===== src/rtl/uart_tx_periph.sv =====
// uart_tx_periph: memory-mapped 8N1 UART transmitter with TX FIFO and programmable baud divider
// Ports: clk/reset (sync, active high); CE, PWE, addr[1:0], wdata[31:0] form the bus write;
// prdata[31:0] is the combinational register read for addr; tx is the serial line (idle high).
// Registers: 0 TXDATA (W push), 1 STATUS (busy/full/empty/ovf W1C/count), 2 BAUDDIV, 3 CTRL (en).
module uart_tx_periph #(
  parameter int FIFO_DEPTH  = 4,
  parameter int DIV_W       = 16,
  parameter int DEFAULT_DIV = 433
) (
  input  logic        clk,
  input  logic        reset,
  input  logic        CE,
  input  logic        PWE,
  input  logic [1:0]  addr,
  input  logic [31:0] wdata,
  output logic [31:0] prdata,
  output logic        tx
);
  localparam int AW = (FIFO_DEPTH > 1) ? $clog2(FIFO_DEPTH) : 1;
  localparam int CW = AW + 1;
  typedef enum logic [1:0] {IDLE, START, DATA, STOP} state_e;
  state_e            state_q;
  logic [7:0]        mem_q [FIFO_DEPTH];
  logic [AW-1:0]     wptr_q, wptr_d, rptr_q, rptr_d;
  logic [CW-1:0]     count_q, count_d;
  logic              ovf_q, ovf_d, en_q, en_d;
  logic [DIV_W-1:0]  div_q, div_d, cnt_q;
  logic [2:0]        bit_q;
  logic [7:0]        shift_q;
  logic              tx_q;
  logic              wr, push, pop, accept, full, empty, bit_end;
  logic [2:0]        cnt_field;
  logic              unused_wdata;
  assign wr           = CE & PWE;
  assign push         = wr && addr == 2'd0;
  assign full         = count_q == CW'(FIFO_DEPTH);
  assign empty        = count_q == '0;
  assign pop          = state_q == IDLE && en_q && !empty;
  // a pop in the same cycle frees a slot, so a push into a full FIFO is still taken
  assign accept       = push && (!full || pop);
  // >= rather than == so a smaller BAUDDIV written mid-bit ends the bit at once
  assign bit_end      = cnt_q >= div_q;
  assign cnt_field    = (32'(count_q) > 32'd7) ? 3'd7 : 3'(count_q);
  assign tx           = tx_q;
  assign unused_wdata = &{1'b0, wdata};
  always_comb begin
    wptr_d  = accept ? wptr_q + 1'b1 : wptr_q;
    rptr_d  = pop ? rptr_q + 1'b1 : rptr_q;
    count_d = count_q + CW'(accept) - CW'(pop);
    ovf_d   = (push && !accept) || (ovf_q && !(wr && addr == 2'd1 && wdata[3]));
    en_d    = (wr && addr == 2'd3) ? wdata[0] : en_q;
    div_d   = (wr && addr == 2'd2) ? wdata[DIV_W-1:0] : div_q;
    prdata  = addr == 2'd1 ? {25'd0, cnt_field, ovf_q, empty, full, state_q != IDLE}
            : addr == 2'd2 ? 32'(div_q)
            : addr == 2'd3 ? {31'd0, en_q}
            : '0;
  end
  always_ff @(posedge clk) begin
    if (reset) begin
      wptr_q  <= '0;
      rptr_q  <= '0;
      count_q <= '0;
      ovf_q   <= 1'b0;
      en_q    <= 1'b1;
      div_q   <= DIV_W'(DEFAULT_DIV);
    end else begin
      wptr_q  <= wptr_d;
      rptr_q  <= rptr_d;
      count_q <= count_d;
      ovf_q   <= ovf_d;
      en_q    <= en_d;
      div_q   <= div_d;
    end
  end
  always_ff @(posedge clk) begin
    if (accept) mem_q[wptr_q] <= wdata[7:0];
  end
  always_ff @(posedge clk) begin
    if (reset) begin
      state_q <= IDLE;
      tx_q    <= 1'b1;
      cnt_q   <= '0;
      bit_q   <= '0;
      shift_q <= '0;
    end else begin
      case (state_q)
        IDLE: if (pop) begin
          shift_q <= mem_q[rptr_q];
          tx_q    <= 1'b0;
          cnt_q   <= '0;
          state_q <= START;
        end
        START: if (bit_end) begin
          state_q <= DATA;
          bit_q   <= '0;
          cnt_q   <= '0;
          tx_q    <= shift_q[0];
        end else cnt_q <= cnt_q + 1'b1;
        DATA: if (bit_end) begin
          cnt_q <= '0;
          if (bit_q == 3'd7) begin
            state_q <= STOP;
            tx_q    <= 1'b1;
          end else begin
            bit_q   <= bit_q + 1'b1;
            shift_q <= {1'b0, shift_q[7:1]};
            tx_q    <= shift_q[1];
          end
        end else cnt_q <= cnt_q + 1'b1;
        STOP: if (bit_end) begin
          state_q <= IDLE;
          cnt_q   <= '0;
        end else cnt_q <= cnt_q + 1'b1;
        default: state_q <= IDLE;
      endcase
    end
  end
endmodule

===== config.mk =====
export PLATFORM = sky130hd
export DESIGN_NAME = uart_tx_periph
export DESIGN_NICKNAME = d
export VERILOG_FILES = /design/src/rtl/uart_tx_periph.sv
export SDC_FILE = /design/constraint.sdc
export NUM_CORES = 1
export LEC_CHECK = 0
export ABC_AREA = 1
export BUFFER_PORTS_ARGS = -buffer_cell sky130_fd_sc_hd__buf_2
export CAP_MARGIN = 10
export CORE_UTILIZATION = 55
export CTS_CLUSTER_DIAMETER = 40
export DETAILED_ROUTE_END_ITERATION = 10
export PLACE_DENSITY = 0.78
export SLEW_MARGIN = 0
export SYNTH_ARGS = -nofsm -noshare
export SYNTH_HDL_FRONTEND = slang
export SYNTH_SLANG_ARGS = --single-unit
export TNS_END_PERCENT = 30

===== constraint.sdc =====
create_clock -name clk -period 5.7 [get_ports clk]
set_clock_uncertainty 0.1 [all_clocks]
set_input_delay 0.855 -clock clk [delete_from_list [all_inputs] [get_ports clk]]
set_output_delay 0.855 -clock clk [all_outputs]
set_load 0.03 [all_outputs]

## Word-level counts from Yosys, hierarchy flattened

Memory sizes are Yosys's and may differ from the RTL's. A register that Yosys moved wholly into a read port is not among the register bits.
Cells that the tools add are included.

| storage, ports and cells | value |
|---|---|
| word-level logic and storage cells | 91 |
| memory bits (writable) | 32 |
| input port bits | 38 |
| flip-flop bits (word level) | 55 |
| memories kept | 1 |
| output and inout port bits | 33 |

| operators by class | value |
|---|---|
| $add $sub $neg | 6 |
| $lt $le $gt $ge | 1 |
| equal/unequal tests | 14 |
| mux-type cells | 29 |
| reduce and logical (&&, ||, !) cells | 28 |
| bitwise gates (word level) | 1 |

Memory list:

| name | depth | bits a word | read ports | clocked after Yosys merged registers in | wr ports | RTL line | text |
|---|---|---|---|---|---|---|---|
| mem_q | 4 | 8 | 1 | 1 | 1 | 23 | `logic [7:0] mem_q [FIFO_DEPTH];` |

Operators with widths:

| cell | number |
|---|---|
| 16-bit two-way mux | 4 |
| 16-bit case mux with 2 select lines | 1 |
| 8-bit two-way mux | 3 |
| 16-bit by 1-bit adder with 16-bit output, second input constant | 1 |
| 16-bit greater-or-equal comparator | 1 |
| 8-bit case mux with 2 select lines | 1 |
| 2-bit two-way mux | 7 |
| 2-bit != test, second input constant | 6 |
| 4-bit AND reduction | 3 |
| 1-bit logical AND | 10 |
| 3-bit two-way mux | 3 |
| 2-bit equality test, second input constant | 4 |
| 2-bit case mux with 4 select lines | 1 |
| 1-bit two-way mux | 7 |
| 3-bit equality test, second input constant | 2 |
| 3-bit case mux with 2 select lines | 1 |
| 2-bit nonzero test | 3 |
| 5-bit AND reduction | 1 |
| 2-bit by 1-bit adder with 2-bit output, second input constant | 2 |
| 2-bit by 1-bit equality test with 1-bit output, second input constant | 2 |
| 1-bit zero test | 4 |
| 2-bit zero test | 2 |
| 3-bit by 1-bit adder with 3-bit output | 1 |
| 3-bit by 1-bit adder with 3-bit output, second input constant | 1 |
| 7 further kinds | 8 |

## Longest topological paths before layout

| logic depth | value |
|---|---|
| depth after elaboration | 8 |
| gate-level depth with buffers | 17 |

## Least setup slack after synthesis

OpenSTA, ideal clock, no wires.

| timing | value |
|---|---|
| path type | input-to-output |
| from | in addr[1] |
| to | out prdata[6] |
| stages on the path | 5 |
| slack | 2.945 ns |
| arrival | 1.800 ns |
| path buffers | 1 |
| cells stage by stage | inv_1 nor2_1 inv_2 clkbuf_1 o22ai_1 |

| between the ends | value |
|---|---|
| cells in the longest elaborated chain, start to end | 3 |
| elaborated cells between the ends (all ways) | 4 |

RTL lines:

| what | RTL line | text |
|---|---|---|
| start, declared | 14 | `input logic [1:0] addr,` |
| 2-bit equality test | 54 | `: addr == 2'd2 ? 32'(div_q)` |
| 16-bit two-way mux | 54 |  |
| 16-bit two-way mux (*) | 53 | `prdata = addr == 2'd1 ? {25'd0, cnt_field, ovf_q, empty, full, state_q != IDLE}` |
| end, declared | 16 | `output logic [31:0] prdata,` |

Mark *: on every way between the ends. The rest lies on a longest branch, timed or not.

## Worst setup path after layout

| timing | value |
|---|---|
| from | in addr[1] |
| to | out prdata[3] |

The elaborated chain is that of the path after synthesis.

==> impl_metrics.yaml <==
critical_path:
  crit_fanout: 16
  worstSetupPathType: "in2out"
  startpoint_type: "input port"
  worst_ep_required_time_ns: 4.74
  critPathArrivalTime_ns: 1.76
  end_kind: "primary output"
run_status:
  status: "completed"
grt:
  track_usage: 0.228
  grt_pass1_wl_um: 15300
  grt_max_degree: 37
  gr-usage-met1: 0.288
  grt_use_met2: 0.379
  antenna_found_initial: 0
  grt_use_met3: 0.0411
  top_usage_layer: "met2"
  grt_pass1_vias: 3382
  grt_overflow_total: 0
routing:
  drtIter0Drc: 179
  wirelength_um: 9180
  via_per_inst: 5.26
  ant_nets: 0
  vias: 3616
  wl_per_cell_um: 13.3
  drc: 0
  drt_first_pass_iters: 5
finish:
  finalNonFillerCells: 688
  fillers: 691
  most-common-layout-cells: "90 x nand2_1, 74 x inv_1, 67 x nor2_1"
  post-route-util: 0.629
  final_common_cell: "nand2_1"
  area_growth_pct: 8.67
  drive_gt1_frac: 0.121
  fin_nets: 650
  diodes: 0
synthesis:
  synth-xor-area-share: 0.0212
  synth_mux_area_frac: 0.0132
  ys_ff_latch: 89
  synth_top_family_by_area: "simple AND/OR/NAND/NOR gates"
  yosys.area_share.adder: 0.0870
  synth_compound_area_frac: 0.108
  syn_inst: 547
  yosysWarnings: 0
  synth_area_per_cell_sq_um: 8.31
  yosys.area_share.simple: 0.195
  synth_area_sq_um: 4540
  seq_area_frac_synth: 0.463
  ys_types: 37
power:
  peakVddDrop_mv: 0.304
  fin_total_pwr_mw: 1.87
  total_leakage_power_nw: 2.21
  power_density_nw_per_um2: 379
timing:
  tightest_slew_ns: 1.05
  maxSlewViolCount: 0
  fin_crit_ns: 2.72
  hold_viol_final: 0
  finalCritPeriodShare: 0.477
  rsz0062_at_grt: "no"
  setup_viol: 0
  hold_ws_ns: 0.376
  maxSlewHeadroom: 0.298
  tns_ns: 0
  fmax_mhz: 368
floorplan:
  fp.dieArea_sq_um: 8630
  die_w_um: 92.9
  coreArea_sq_um: 7850
  die_height_um: 92.9
  fp-row-count: 32
  ios: 71
  start_util: 0.579
clock_network:
  cts_resized: 0
  cts_root_buf: "clkbuf_8"
  htreeDepth: 3
  cts-buffers-inserted: 9
  cts_tree: "yes"
  clock_latency_ns: 0.35
  cts_buffer_depth: 2
  clk_pin_slew_worst_paths_ns: 0.09
  post_cts_buffers: 0
  clock_sinks: 89
  hold_buffers: 0
flow_run:
  maxCapViolCount: 0
placed_design:
  numPortBuffers: 38
  dp.cells: 672
  place_hpwl_um: 6460
  gp_congestion: 0.854
hold_path:
  hold_class: "reg2reg"
report_power, final:
| group | total [mW] | leakage (nW) | internal (mW) | switching [mW] |
|---|---|---|---|---|
| logic | 0.619 | 1.35 | 0.197 | 0.421 |
| clock network | 0.479 | 0.108 | 0.250 | 0.229 |
| registers | 0.772 | 0.753 | 0.716 | 0.0562 |
critical path, stage by stage:
cell	delay (ns)
buf_2	0.13
inv_1	0.07
nor2_1	0.14
inv_2	0.17
o21ai_0	0.18
buf_2	0.22
final timing paths:
path,from,endpoint,slack (ns),depth (start not counted)
hold / removal,ovf_q,ovf_q,0.38,2
hold reg to reg,ovf_q,ovf_q,0.38,2
setup reg to reg,state_q[0],cnt_field[2],3.14,14
setup / recovery,addr[1],prdata[3],2.98,6
cells by family (layout without fill, tap and decap cells):
group / count (synthesis) / in the layout
XOR/XNOR: 11 / 11
other: 1 / 16
buffers and inverters: 111 / 135
adder cells (fa/ha/maj): 31 / 31
flip-flops: 89 / 89
multiplexers: 6 / 6
AND/OR/NAND/NOR: 208 / 208
AO/OA/AOI/OAI: 90 / 90
synth_stat cells:
cell type	n	area, sq um
a21oi_1	31	155
a21oi_2	1	8.76
a221o_1	1	10.0
a31oi_1	1	6.26
buf_2	7	35.0
buf_4	17	128
buf_6	2	22.5
clkbuf_1	3	11.3
clkbuf_2	1	5.00
clkinv_1	2	7.51
conb_1	1	3.75
dfxtp_1	57	1140
edfxtp_1	32	961
fa_1	1	20.0
ha_1	30	375
inv_1	74	278
inv_2	4	15.0
inv_6	1	8.76
mux2i_1	6	60.1
nand2_1	90	338
nand2_2	3	18.8
nand3_1	26	130
nand3b_1	1	7.51
nand4_1	9	56.3
nor2_1	67	251
nor2_2	4	25.0
nor2_4	1	11.3
nor3_1	4	20.0
nor3_4	1	16.3
o211ai_1	5	37.5
o21ai_0	39	195
o21ai_1	1	5.00
o21ai_2	1	8.76
o22ai_1	10	62.6
or2_2	2	12.5
xnor2_1	5	43.8
xor2_1	6	52.6
area by class of cell:
| class | instances | area (sq um) | area share |
|---|---|---|---|
| well taps | 102 | 128 | 0.0258 |
| repair buffers | 38 | 190 | 0.0385 |
| inverters | 81 | 309 | 0.0626 |
| flip-flops and latches | 89 | 2100 | 0.426 |
| multi-input cells | 362 | 1990 | 0.403 |
| clock buffers | 9 | 124 | 0.0251 |
| clock inverters | 7 | 97.6 | 0.0198 |
registers in the layout (all words and copies together) (netlist names), named ones only:
register / count
mem_q: 32
cnt_q: 16
div_q: 16
shift_q: 8
bit_q: 3
cnt_field: 3
rptr_q: 2
state_q: 2
wptr_q: 2
en_q: 1
ovf_q: 1
tx: 1
per-stage QoR:
| step | cell area [sq um] | setup WS [ns] |
|---|---|---|
| after global routing | 4940 | 2.81 |
| after global placement | 4720 | 2.90 |
| after floorplan | 4600 | 2.94 |
| after CTS | 4940 | 2.99 |
| after detailed placement | 4720 | 2.85 |
| final | 4940 | 2.98 |
routing by layer:
metal / share of wire / wire length [um]
met5: 0 / 0
met4: 0.019 / 175
met3: 0.051 / 466
met2: 0.48 / 4420
met1: 0.45 / 4120
Note: power is estimated with default switching activity, not from simulation.
